## src/rtl/uart_tx_sched_if.sv

```systemverilog
`default_nettype none
// ============================================================================
// Module : uart_tx_sched_if
// Brief  : Requester handshakes and uart_tx control bundle for uart_tx_sched.
// Rev    : 1.0  initial release
// ============================================================================
interface uart_tx_sched_if #(
    parameter int FIFO_DEPTH = 4
) ();
    localparam int CW = $clog2(FIFO_DEPTH) + 1;

    logic          req0_valid;
    logic [7:0]    req0_data;
    logic          req0_ready;
    logic          req1_valid;
    logic [7:0]    req1_data;
    logic          req1_ready;
    logic [7:0]    tx_data_out;
    logic          tx_load;
    logic          tx_start;
    logic          tx_finish;
    logic          busy;
    logic          timeout_err;
    logic [CW-1:0] fifo_count;

    modport slave (
        input  req0_valid, req0_data, req1_valid, req1_data, tx_finish,
        output req0_ready, req1_ready, tx_data_out, tx_load, tx_start,
               busy, timeout_err, fifo_count
    );

    modport master (
        output req0_valid, req0_data, req1_valid, req1_data, tx_finish,
        input  req0_ready, req1_ready, tx_data_out, tx_load, tx_start,
               busy, timeout_err, fifo_count
    );
endinterface
`default_nettype wire

```

## src/rtl/uart_tx_sched.sv

```systemverilog
`default_nettype none
// ============================================================================
// Module : uart_tx_sched
// Brief  : Round-robin two-requester byte queue that sequences uart_tx frames.
// Rev    : 1.0  initial release
// ============================================================================
module uart_tx_sched #(
    parameter int FIFO_DEPTH     = 4,
    parameter int TIMEOUT_CYCLES = 2048,
    parameter int GAP_CYCLES     = 1
) (
    input  logic             clk,
    input  logic             reset_n,
    uart_tx_sched_if.slave   bus
);
    localparam int AW = $clog2(FIFO_DEPTH);
    localparam int CW = AW + 1;
    localparam int TW = $clog2(TIMEOUT_CYCLES);
    localparam int GW = (GAP_CYCLES > 1) ? $clog2(GAP_CYCLES) : 1;
    localparam logic [CW-1:0] FULL_COUNT = CW'(FIFO_DEPTH);
    localparam logic [TW-1:0] TIMER_LAST = TW'(TIMEOUT_CYCLES - 1);
    localparam logic [GW-1:0] GAP_LAST   = GW'((GAP_CYCLES > 0) ? GAP_CYCLES - 1 : 0);

    typedef enum logic [2:0] {
        ST_IDLE  = 3'd0,
        ST_LOAD  = 3'd1,
        ST_START = 3'd2,
        ST_WAIT  = 3'd3,
        ST_GAP   = 3'd4
    } state_t;

    state_t        state_q, state_d;
    logic          rr_q, rr_d;
    logic [AW-1:0] wr_ptr_q, wr_ptr_d;
    logic [AW-1:0] rd_ptr_q, rd_ptr_d;
    logic [CW-1:0] count_q, count_d;
    logic [7:0]    mem_q [FIFO_DEPTH];
    logic [7:0]    mem_d [FIFO_DEPTH];
    logic [7:0]    tx_data_q, tx_data_d;
    logic [TW-1:0] timer_q, timer_d;
    logic [GW-1:0] gap_q, gap_d;

    logic          full;
    logic          grant0;
    logic          grant1;
    logic          push;
    logic          pop;
    logic [7:0]    push_data;
    logic          tx_load;
    logic          tx_start;
    logic          timeout_err;

    // Full is taken from the registered count, so a pop in the same cycle never frees a slot for a push.
    always_comb begin
        full      = (count_q == FULL_COUNT);
        grant0    = reset_n && !full && bus.req0_valid && (!bus.req1_valid || !rr_q);
        grant1    = reset_n && !full && bus.req1_valid && (!bus.req0_valid ||  rr_q);
        push      = grant0 || grant1;
        push_data = grant0 ? bus.req0_data : bus.req1_data;
        pop       = (state_q == ST_IDLE) && (count_q != '0);
    end

    always_comb begin
        rr_d     = rr_q;
        wr_ptr_d = wr_ptr_q;
        rd_ptr_d = rd_ptr_q;
        count_d  = count_q;
        mem_d    = mem_q;
        if (grant0) begin
            rr_d = 1'b1;
        end else if (grant1) begin
            rr_d = 1'b0;
        end
        if (push) begin
            mem_d[wr_ptr_q] = push_data;
            wr_ptr_d        = wr_ptr_q + AW'(1);
        end
        if (pop) begin
            rd_ptr_d = rd_ptr_q + AW'(1);
        end
        case ({push, pop})
            2'b10:   count_d = count_q + CW'(1);
            2'b01:   count_d = count_q - CW'(1);
            default: count_d = count_q;
        endcase
    end

    always_comb begin
        state_d     = state_q;
        tx_data_d   = tx_data_q;
        timer_d     = timer_q;
        gap_d       = gap_q;
        tx_load     = 1'b0;
        tx_start    = 1'b0;
        timeout_err = 1'b0;
        case (state_q)
            ST_IDLE: begin
                if (count_q != '0) begin
                    tx_data_d = mem_q[rd_ptr_q];
                    state_d   = ST_LOAD;
                end
            end
            ST_LOAD: begin
                tx_load = 1'b1;
                state_d = ST_START;
            end
            ST_START: begin
                tx_start = 1'b1;
                timer_d  = '0;
                state_d  = ST_WAIT;
            end
            ST_WAIT: begin
                timer_d = timer_q + TW'(1);
                // A finish arriving on the last timer cycle still counts as a clean frame.
                if (bus.tx_finish || (timer_q == TIMER_LAST)) begin
                    timeout_err = !bus.tx_finish;
                    gap_d       = '0;
                    state_d     = (GAP_CYCLES == 0) ? ST_IDLE : ST_GAP;
                end
            end
            ST_GAP: begin
                if (gap_q == GAP_LAST) begin
                    state_d = ST_IDLE;
                end else begin
                    gap_d = gap_q + GW'(1);
                end
            end
            default: state_d = ST_IDLE;
        endcase
    end

    always_ff @(posedge clk) begin
        if (!reset_n) begin
            state_q   <= ST_IDLE;
            rr_q      <= 1'b0;
            wr_ptr_q  <= '0;
            rd_ptr_q  <= '0;
            count_q   <= '0;
            mem_q     <= '{default: '0};
            tx_data_q <= '0;
            timer_q   <= '0;
            gap_q     <= '0;
        end else begin
            state_q   <= state_d;
            rr_q      <= rr_d;
            wr_ptr_q  <= wr_ptr_d;
            rd_ptr_q  <= rd_ptr_d;
            count_q   <= count_d;
            mem_q     <= mem_d;
            tx_data_q <= tx_data_d;
            timer_q   <= timer_d;
            gap_q     <= gap_d;
        end
    end

    assign bus.req0_ready  = grant0;
    assign bus.req1_ready  = grant1;
    assign bus.tx_data_out = tx_data_q;
    assign bus.tx_load     = tx_load;
    assign bus.tx_start    = tx_start;
    assign bus.busy        = (state_q != ST_IDLE) || (count_q != '0);
    assign bus.timeout_err = timeout_err;
    assign bus.fifo_count  = count_q;

endmodule
`default_nettype wire
```

## src/flat_wrapper.sv

```systemverilog
// flat-port wrapper written by rule: the top's interface ports become plain ports
module uart_tx_sched_flat 
#(
    parameter int FIFO_DEPTH     = 4,
    parameter int TIMEOUT_CYCLES = 2048,
    parameter int GAP_CYCLES     = 1
)
  (clk, reset_n, bus_req0_valid, bus_req0_data, bus_req1_valid, bus_req1_data, bus_tx_finish, bus_req0_ready, bus_req1_ready, bus_tx_data_out, bus_tx_load, bus_tx_start, bus_busy, bus_timeout_err, bus_fifo_count);
  uart_tx_sched_if #(.FIFO_DEPTH(FIFO_DEPTH)) bus_i ();
  input  logic clk;
  input  logic reset_n;
  input wire logic [$bits(bus_i.req0_valid)-1:0] bus_req0_valid;
  input wire logic [$bits(bus_i.req0_data)-1:0] bus_req0_data;
  input wire logic [$bits(bus_i.req1_valid)-1:0] bus_req1_valid;
  input wire logic [$bits(bus_i.req1_data)-1:0] bus_req1_data;
  input wire logic [$bits(bus_i.tx_finish)-1:0] bus_tx_finish;
  output wire logic [$bits(bus_i.req0_ready)-1:0] bus_req0_ready;
  output wire logic [$bits(bus_i.req1_ready)-1:0] bus_req1_ready;
  output wire logic [$bits(bus_i.tx_data_out)-1:0] bus_tx_data_out;
  output wire logic [$bits(bus_i.tx_load)-1:0] bus_tx_load;
  output wire logic [$bits(bus_i.tx_start)-1:0] bus_tx_start;
  output wire logic [$bits(bus_i.busy)-1:0] bus_busy;
  output wire logic [$bits(bus_i.timeout_err)-1:0] bus_timeout_err;
  output wire logic [$bits(bus_i.fifo_count)-1:0] bus_fifo_count;
  assign bus_i.req0_valid = bus_req0_valid;
  assign bus_i.req0_data = bus_req0_data;
  assign bus_i.req1_valid = bus_req1_valid;
  assign bus_i.req1_data = bus_req1_data;
  assign bus_i.tx_finish = bus_tx_finish;
  assign bus_req0_ready = bus_i.req0_ready;
  assign bus_req1_ready = bus_i.req1_ready;
  assign bus_tx_data_out = bus_i.tx_data_out;
  assign bus_tx_load = bus_i.tx_load;
  assign bus_tx_start = bus_i.tx_start;
  assign bus_busy = bus_i.busy;
  assign bus_timeout_err = bus_i.timeout_err;
  assign bus_fifo_count = bus_i.fifo_count;
  uart_tx_sched #(.FIFO_DEPTH(FIFO_DEPTH), .TIMEOUT_CYCLES(TIMEOUT_CYCLES), .GAP_CYCLES(GAP_CYCLES)) u_core (.clk(clk), .reset_n(reset_n), .bus(bus_i));
endmodule
```

## config.mk

```make
export PLATFORM = sky130hd
export DESIGN_NAME = uart_tx_sched_flat
export DESIGN_NICKNAME = d
export VERILOG_FILES = /design/src/rtl/uart_tx_sched_if.sv /design/src/rtl/uart_tx_sched.sv /design/src/flat_wrapper.sv
export SDC_FILE = /design/constraint.sdc
export NUM_CORES = 1
export LEC_CHECK = 0
export ABC_CLOCK_PERIOD_IN_PS = 2400
export BUFFER_PORTS_ARGS = -buffer_cell sky130_fd_sc_hd__buf_2
export CORE_MARGIN = 5
export CORE_UTILIZATION = 51
export DETAILED_ROUTE_END_ITERATION = 12
export PLACE_DENSITY = 0.78
export SYNTH_ARGS = -nofsm -noshare
export SYNTH_HDL_FRONTEND = slang
export SYNTH_SLANG_ARGS = --single-unit
```

## constraint.sdc

```tcl
create_clock -name clk -period 2.4 [get_ports clk]
set_clock_uncertainty 0.1 [all_clocks]
set_input_delay 0 -clock clk [delete_from_list [all_inputs] [get_ports clk]]
set_output_delay 0 -clock clk [all_outputs]
set_load 0.02 [all_outputs]
```

======== Word-level counts from Yosys, hierarchy flattened ========
Cells that the tools add are included.
W data, S select, Z words.
operators by class
  add/sub/neg operators ................... 6
  multipliers ............................. 0
  div/mod/pow operators ................... 0
  order comparisons ....................... 3
  equality and inequality tests ........... 11
  shift operators ......................... 0
  mux-type cells .......................... 22
  bitwise operators ....................... 2
  reduce and logical (&&, ||, !) cells .... 27
operators by type and width
  kind                     count
  $bwmux W32               1
  $mux W8                  4
  $pmux W11 S2             1
  $bmux W8 S2              1
  $demux W8 S2             1
  $pmux W3 S5              1
  $add A11 B1 Y11 const B  1
  $eq A11 B11 Y1 const B   1
  $mux W3                  3
  $mux W1                  8
  $reduce_bool A2 Y1       4
  $logic_and A1 B1 Y1      7
  $eq A3 B2 Y1 const B     2
  $eq A3 B3 Y1 const B     2
  $ge A3 B3 Y1 const B     2
  $not A2 Y3               2
  $pmux W3 S2              1
  $reduce_bool A3 Y1       2
  $logic_not A1 Y1         5
  $logic_or A1 B1 Y1       5
  $add A2 B1 Y2 const B    2
  $ne A2 B2 Y1 const B     2
  $reduce_and A2 Y1        2
  $add A3 B1 Y3 const B    1
  other kinds (10)         10
word-level totals
  bits in registers ....................... 63
  bits in latches ......................... 0
  bits in writable memories ............... 0
  memory bits (read-only) ................. 0
  bits of input ports ..................... 21
  output and inout bits ................... 17
  logic and storage cells ................. 83
  memories ................................ 0

======== Depth between registers and ports, before layout ========
  word-level depth ........................ 8
  depth in mapped cells ................... 10
  mapped depth without buffers ............ 9

======== Worst setup path after synthesis ========
OpenSTA, ideal clock, no wires.
  path kind ............................... reg-to-reg
  from .................................... reg u_core.count_q[2], in the netlist u_core.bus.fifo_count[2]
  to ...................................... reg u_core.count_q[2], in the netlist u_core.bus.fifo_count[2]
  setup time .............................. 0.070 ns
  data arrival time ....................... 2.237 ns
  data required time ...................... 2.230 ns
  path slack .............................. -0.008 ns
  cell stages (with the launch flop) ...... 9
  path buffers ............................ 0
  period minus slack after synthesis ...... 2.408 ns
  cell sequence ........................... dfxtp_1 > or3b_1 > o211ai_1 > ha_1 > inv_1 > fa_1 > xor2_1 > or3_1 > a21oi_1
on the way
  longest elaborated chain between the ends .. 8
  elaborated cells between the ends (all ways) .. 16
  those cells by class .................... 2 x add/sub; 3 x eq/ne; 1 x mux; 10 x reduce/logical
ends and longest elaborated chain
  item                                                         line                                      source
  start, declared                                              uart_tx_sched.sv:36                       logic [CW-1:0] count_q, count_d;
  start signal, assigned                                       uart_tx_sched.sv:148                      count_q <= count_d;
  $eq A3 B3 Y1                                                 uart_tx_sched.sv:55                       full = (count_q == FULL_COUNT);
  $logic_not A1 Y1                                             uart_tx_sched.sv:56, uart_tx_sched.sv:57
  $logic_and A1 B1 Y1                                          uart_tx_sched.sv:56, uart_tx_sched.sv:57
  $logic_and A1 B1 Y1, on equally long branches (2 in series)  uart_tx_sched.sv:56, uart_tx_sched.sv:57
  $logic_or A1 B1 Y1                                           uart_tx_sched.sv:58                       push = grant0 || grant1;
  $eq A2 B1 Y1 / $eq A2 B2 Y1 (equally long branches)          uart_tx_sched.sv:81                       case ({push, pop})
  $pmux W3 S2 / $reduce_bool A2 Y1 (equally long branches)     n/a
Several ways; a longest one is shown, not always the timed one.
A chain may end at the register's enable or synchronous reset.

======== Worst setup path after layout ========
  from .................................... reg u_core.count_q[2], in the netlist u_core.bus.fifo_count[2]
  to ...................................... reg u_core.mem_q[8] in the netlist's numbering
on the way
  longest elaborated chain between the ends .. 7
  elaborated cells between the ends (all ways) .. 10
  those cells by class .................... 1 x eq/ne; 2 x mux; 7 x reduce/logical
ends and longest elaborated chain
  item                               line                                      source
  $eq A3 B3 Y1 (*)                   uart_tx_sched.sv:55
  $logic_not A1 Y1 (*)               uart_tx_sched.sv:56, uart_tx_sched.sv:57
  $logic_and A1 B1 Y1 (*)            uart_tx_sched.sv:56, uart_tx_sched.sv:57
  $logic_and A1 B1 Y1 (2 in series)  uart_tx_sched.sv:56                       grant0 = reset_n && !full && bus.req0_valid && (!bus.req1_valid || !rr_q);
  $mux W8                            uart_tx_sched.sv:59                       push_data = grant0 ? bus.req0_data : bus.req1_data;
  $bwmux W32                         uart_tx_sched.sv:75                       mem_d[wr_ptr_q] = push_data;
  end signal, assigned               uart_tx_sched.sv:149                      mem_q <= mem_d;
  end, declared                      uart_tx_sched.sv:37                       logic [7:0] mem_q [FIFO_DEPTH];
Every way passes the cells marked *; elsewhere a longest branch is shown, timed or not.

==> flow_summary.toml <==
[worst_hold_path]
holdCritStartpoint = "bus_req1_valid"
hold_end = "u_core.rr_q"
hold_path_class = "input port to flip-flop"
min_path_cells = 4

[cells_and_area]
layout-drive-gt1-share = 0.2377
seq_area_mm2 = 0.001246
fillCellCount = 434
fin_nets = 390
mostFrequentLayoutCells = "dfxtp_1, a21oi_1, o21ai_0"
fin_util = 0.6680
fin_area_mm2 = 0.003433
multi_input_area_mm2 = 0.001383
antenna_cells = 0
syn2layout_area_growth_pct = 26.39
layout_commonest_cell = "dfxtp_1"

[power_and_ir_drop]
powerDensity_mw_per_mm2 = 918.1
pwr-share-seq = 0.409
p_int_mw = 2.052
total_power_mw = 3.152
p_switching_mw = 1.100
power_leakage_nw = 1.402
ir_worst_vdd_uv = 510.3
comb_power_share = 0.333
power.share.clock = 0.258
swShare = 0.3489

[die]
dieArea_mm2 = 0.006886
die_width_um = 82.98
initial_utilization = 0.5285
row_count = 26
ios = 38
chipHeight_um = 82.98
core_region_area_mm2 = 0.005140

[drt]
wl_um = 6351
wire_per_inst_um = 14.57
via_count = 2372
ant_nets = 0
routed_via_density = 5.440
drt_iter0_markers = 160
firstDrtPassIters = 4
drc_errors = 0

[clock_tree]
cts_max_level = 3
cts.clk_slew.worst_paths_ns = 0.07
insertion_delay_ns = 0.33
cts_sinks = 62
cts_tree = "done"
cts_root_buffer = "clkbuf_8"
clockBufferDepth = 2
cts_buffers = 9

[logic_synthesis]
yosysWarnings = 0
syn_area_per_cell_um2 = 9.208
syn_inst = 295
yosys_most_used_dff = "dfxtp_1"
synth_async_sr_flop_share = 0
ys_top_cells_by_area = "dfxtp_1, a21oi_1, o21ai_0, mux4_2, mux2i_1"
ys_seq_elements = 62
syn_nets = 323
ys_types = 39
synth_edf_count = 0
synth_top_area_share = 0.4569
ys_seq_area_frac = 0.4569
netlist_area_mm2 = 0.002716
yosysTopAreaCell = "dfxtp_1"

[worst_setup_path]
r2r-end = "u_core.mem_q[8]"
cp_slowest_stage_delay_ns = 0.56
rr_worst_depth = 6
required_ns = 2.53
crit_chain = "or3b_1 > nand4_1 > buf_4 > mux2i_1 > a21oi_1 > dlygate4sd3_1"
end_kind = "flip-flop"
r2r_start = "u_core.bus.fifo_count[2]"
path_buf_inv = 2
slowest_stage = "dlygate4sd3_1"
crit_type = "flip-flop to flip-flop"
crit_fanout = 10
r2r_setup_slack_ns = 0.05
cpLargestDelayFamily = "buffers and inverters"
start_kind = "flip-flop"
cp.depth = 6
cp.arrival_ns = 2.48
startpoint = "u_core.bus.fifo_count[2]"

[flow_run]
drv_cap = 0

[place]
placed_cell_area_mm2 = 0.003009
globalplace.congestion = 0.7845
port_buffers = 37
dpl.hpwl_um = 4019

[grt]
grt_max_degree = 38
grt.total_usage = 0.1877
grt_first_pass_wirelength_um = 10710
grt_pass1_vias = 2310
antenna_found_initial = 0
grt_remaining_overflow = 0

[status]
status = "completed"

[timing]
report.final.slew_viol_count = 0
setup_tns_ns = 0
period_needed_ns = 2.351
fin_crit_sh = 0.9798
hold_viol = 0
worst_pin_slew_ns = 0.6344
setup_violations = 0
rsz0062_at_grt = "true"
max_freq_ghz = 0.4253
slew_headroom = 0.5742
[power by group through the flow]
| stage | clock (mW) | combinational (mW) | sequential (mW) |
|---|---|---|---|
| 2_1_floorplan | 0 | 0.671 | 1.30 |
| 3_3_place_gp | 0 | 0.962 | 1.29 |
| 3_5_place_dp | 0 | 0.981 | 1.30 |
| 4_1_cts | 0.829 | 1.02 | 1.28 |
| 5_1_grt | 0.882 | 1.16 | 1.31 |
| 6_report | 0.814 | 1.05 | 1.29 |
[metrics by stage]
| step | hold WS (ns) | instances | worst slack [ns] |
|---|---|---|---|
| global route | 0.07923 | 436 | -0.01514 |
| finish | 0.01283 | 436 | 0.04855 |
| CTS | 0.0004447 | 435 | 0.02251 |
| floorplan | -0.04874 | 295 | 0.01830 |
| global placement | 0.2091 | 399 | 0.1763 |
| detailed placement | 0.2291 | 399 | 0.08317 |
[flip-flops by register name (all words and copies together), names as in the netlist]
| name | cells |
|---|---|
| u_core.bus.tx_data_out | 8 |
| u_core.mem_q | 32 |
| u_core.wr_ptr_q | 2 |
| u_core.state_q | 3 |
| u_core.bus.fifo_count | 3 |
| u_core.rr_q | 1 |
| u_core.timer_q | 11 |
| u_core.rd_ptr_q | 2 |
[final cells by class]
class	instances	area share
repair buffers	72	0.1458
multi-input cells	206	0.4027
inverters	11	0.01203
well taps	70	0.02551
flip-flops and latches	62	0.3630
clock inverters	3	0.005831
clock buffers	12	0.04519
[what timing repair did]
| action | in CTS | in global routing |
|---|---|---|
| hold buffers | 21 | 0 |
| endpoints found under the hold margin | 35 | 0 |
| buffers inserted | 0 | 1 |
| resized for setup | 0 | 8 |
| endpoints found under the setup margin | 0 | 4 |
[logic make-up (layout without fill, tap and decap cells)]
family,after synthesis,after routing,synth area share
buf+inv,27,98,0.04422
flops,62,62,0.4569
fa+ha+maj,7,7,0.03501
xor+xnor,13,13,0.04192
mux,17,17,0.09949
compound gates,92,92,0.1764
simple gates,77,77,0.1460
[worst min-delay path: stages]
cell     delay [ns]
buf_2          0.13
o21ai_0        0.08
nor3_1         0.06
o21ai_0        0.14
[per-layer routing]
metal,vias up,GRT usage,routed length [µm]
li1,1179,-,-
met1,1098,0.2272,2726
met2,79,0.3120,3064
met3,16,0.05248,369
met4,0,0.07875,190
met5,-,0,0
[worst max path at each step]
stage	endpoint	slack (ns)
2_1_floorplan	u_core.bus.fifo_count[2]	0.02
4_1_cts	u_core.mem_q[1]	0.02
5_1_grt	u_core.mem_q[1]	-0.02
3_3_place_gp	u_core.bus.fifo_count[2]	0.18
3_5_place_dp	u_core.bus.fifo_count[2]	0.08
6_report	u_core.mem_q[8]	0.05
[cell usage after synthesis (all sizes together) (2+ instances only)]
master and instances:
or3 3, nor4 3, inv 11, nand3 5
buf 6, nor2 17, a21oi 46, or3b 2
nand2 24, nor3b 2, dfxtp 62, mux4 8
xnor2 8, nor3 10, xor2 5, nand4 3
nand2b 3, ha 6, o21ai 41, clkbuf 10
mux2i 9
No activity file was read; power rests on OpenSTA's default activity.
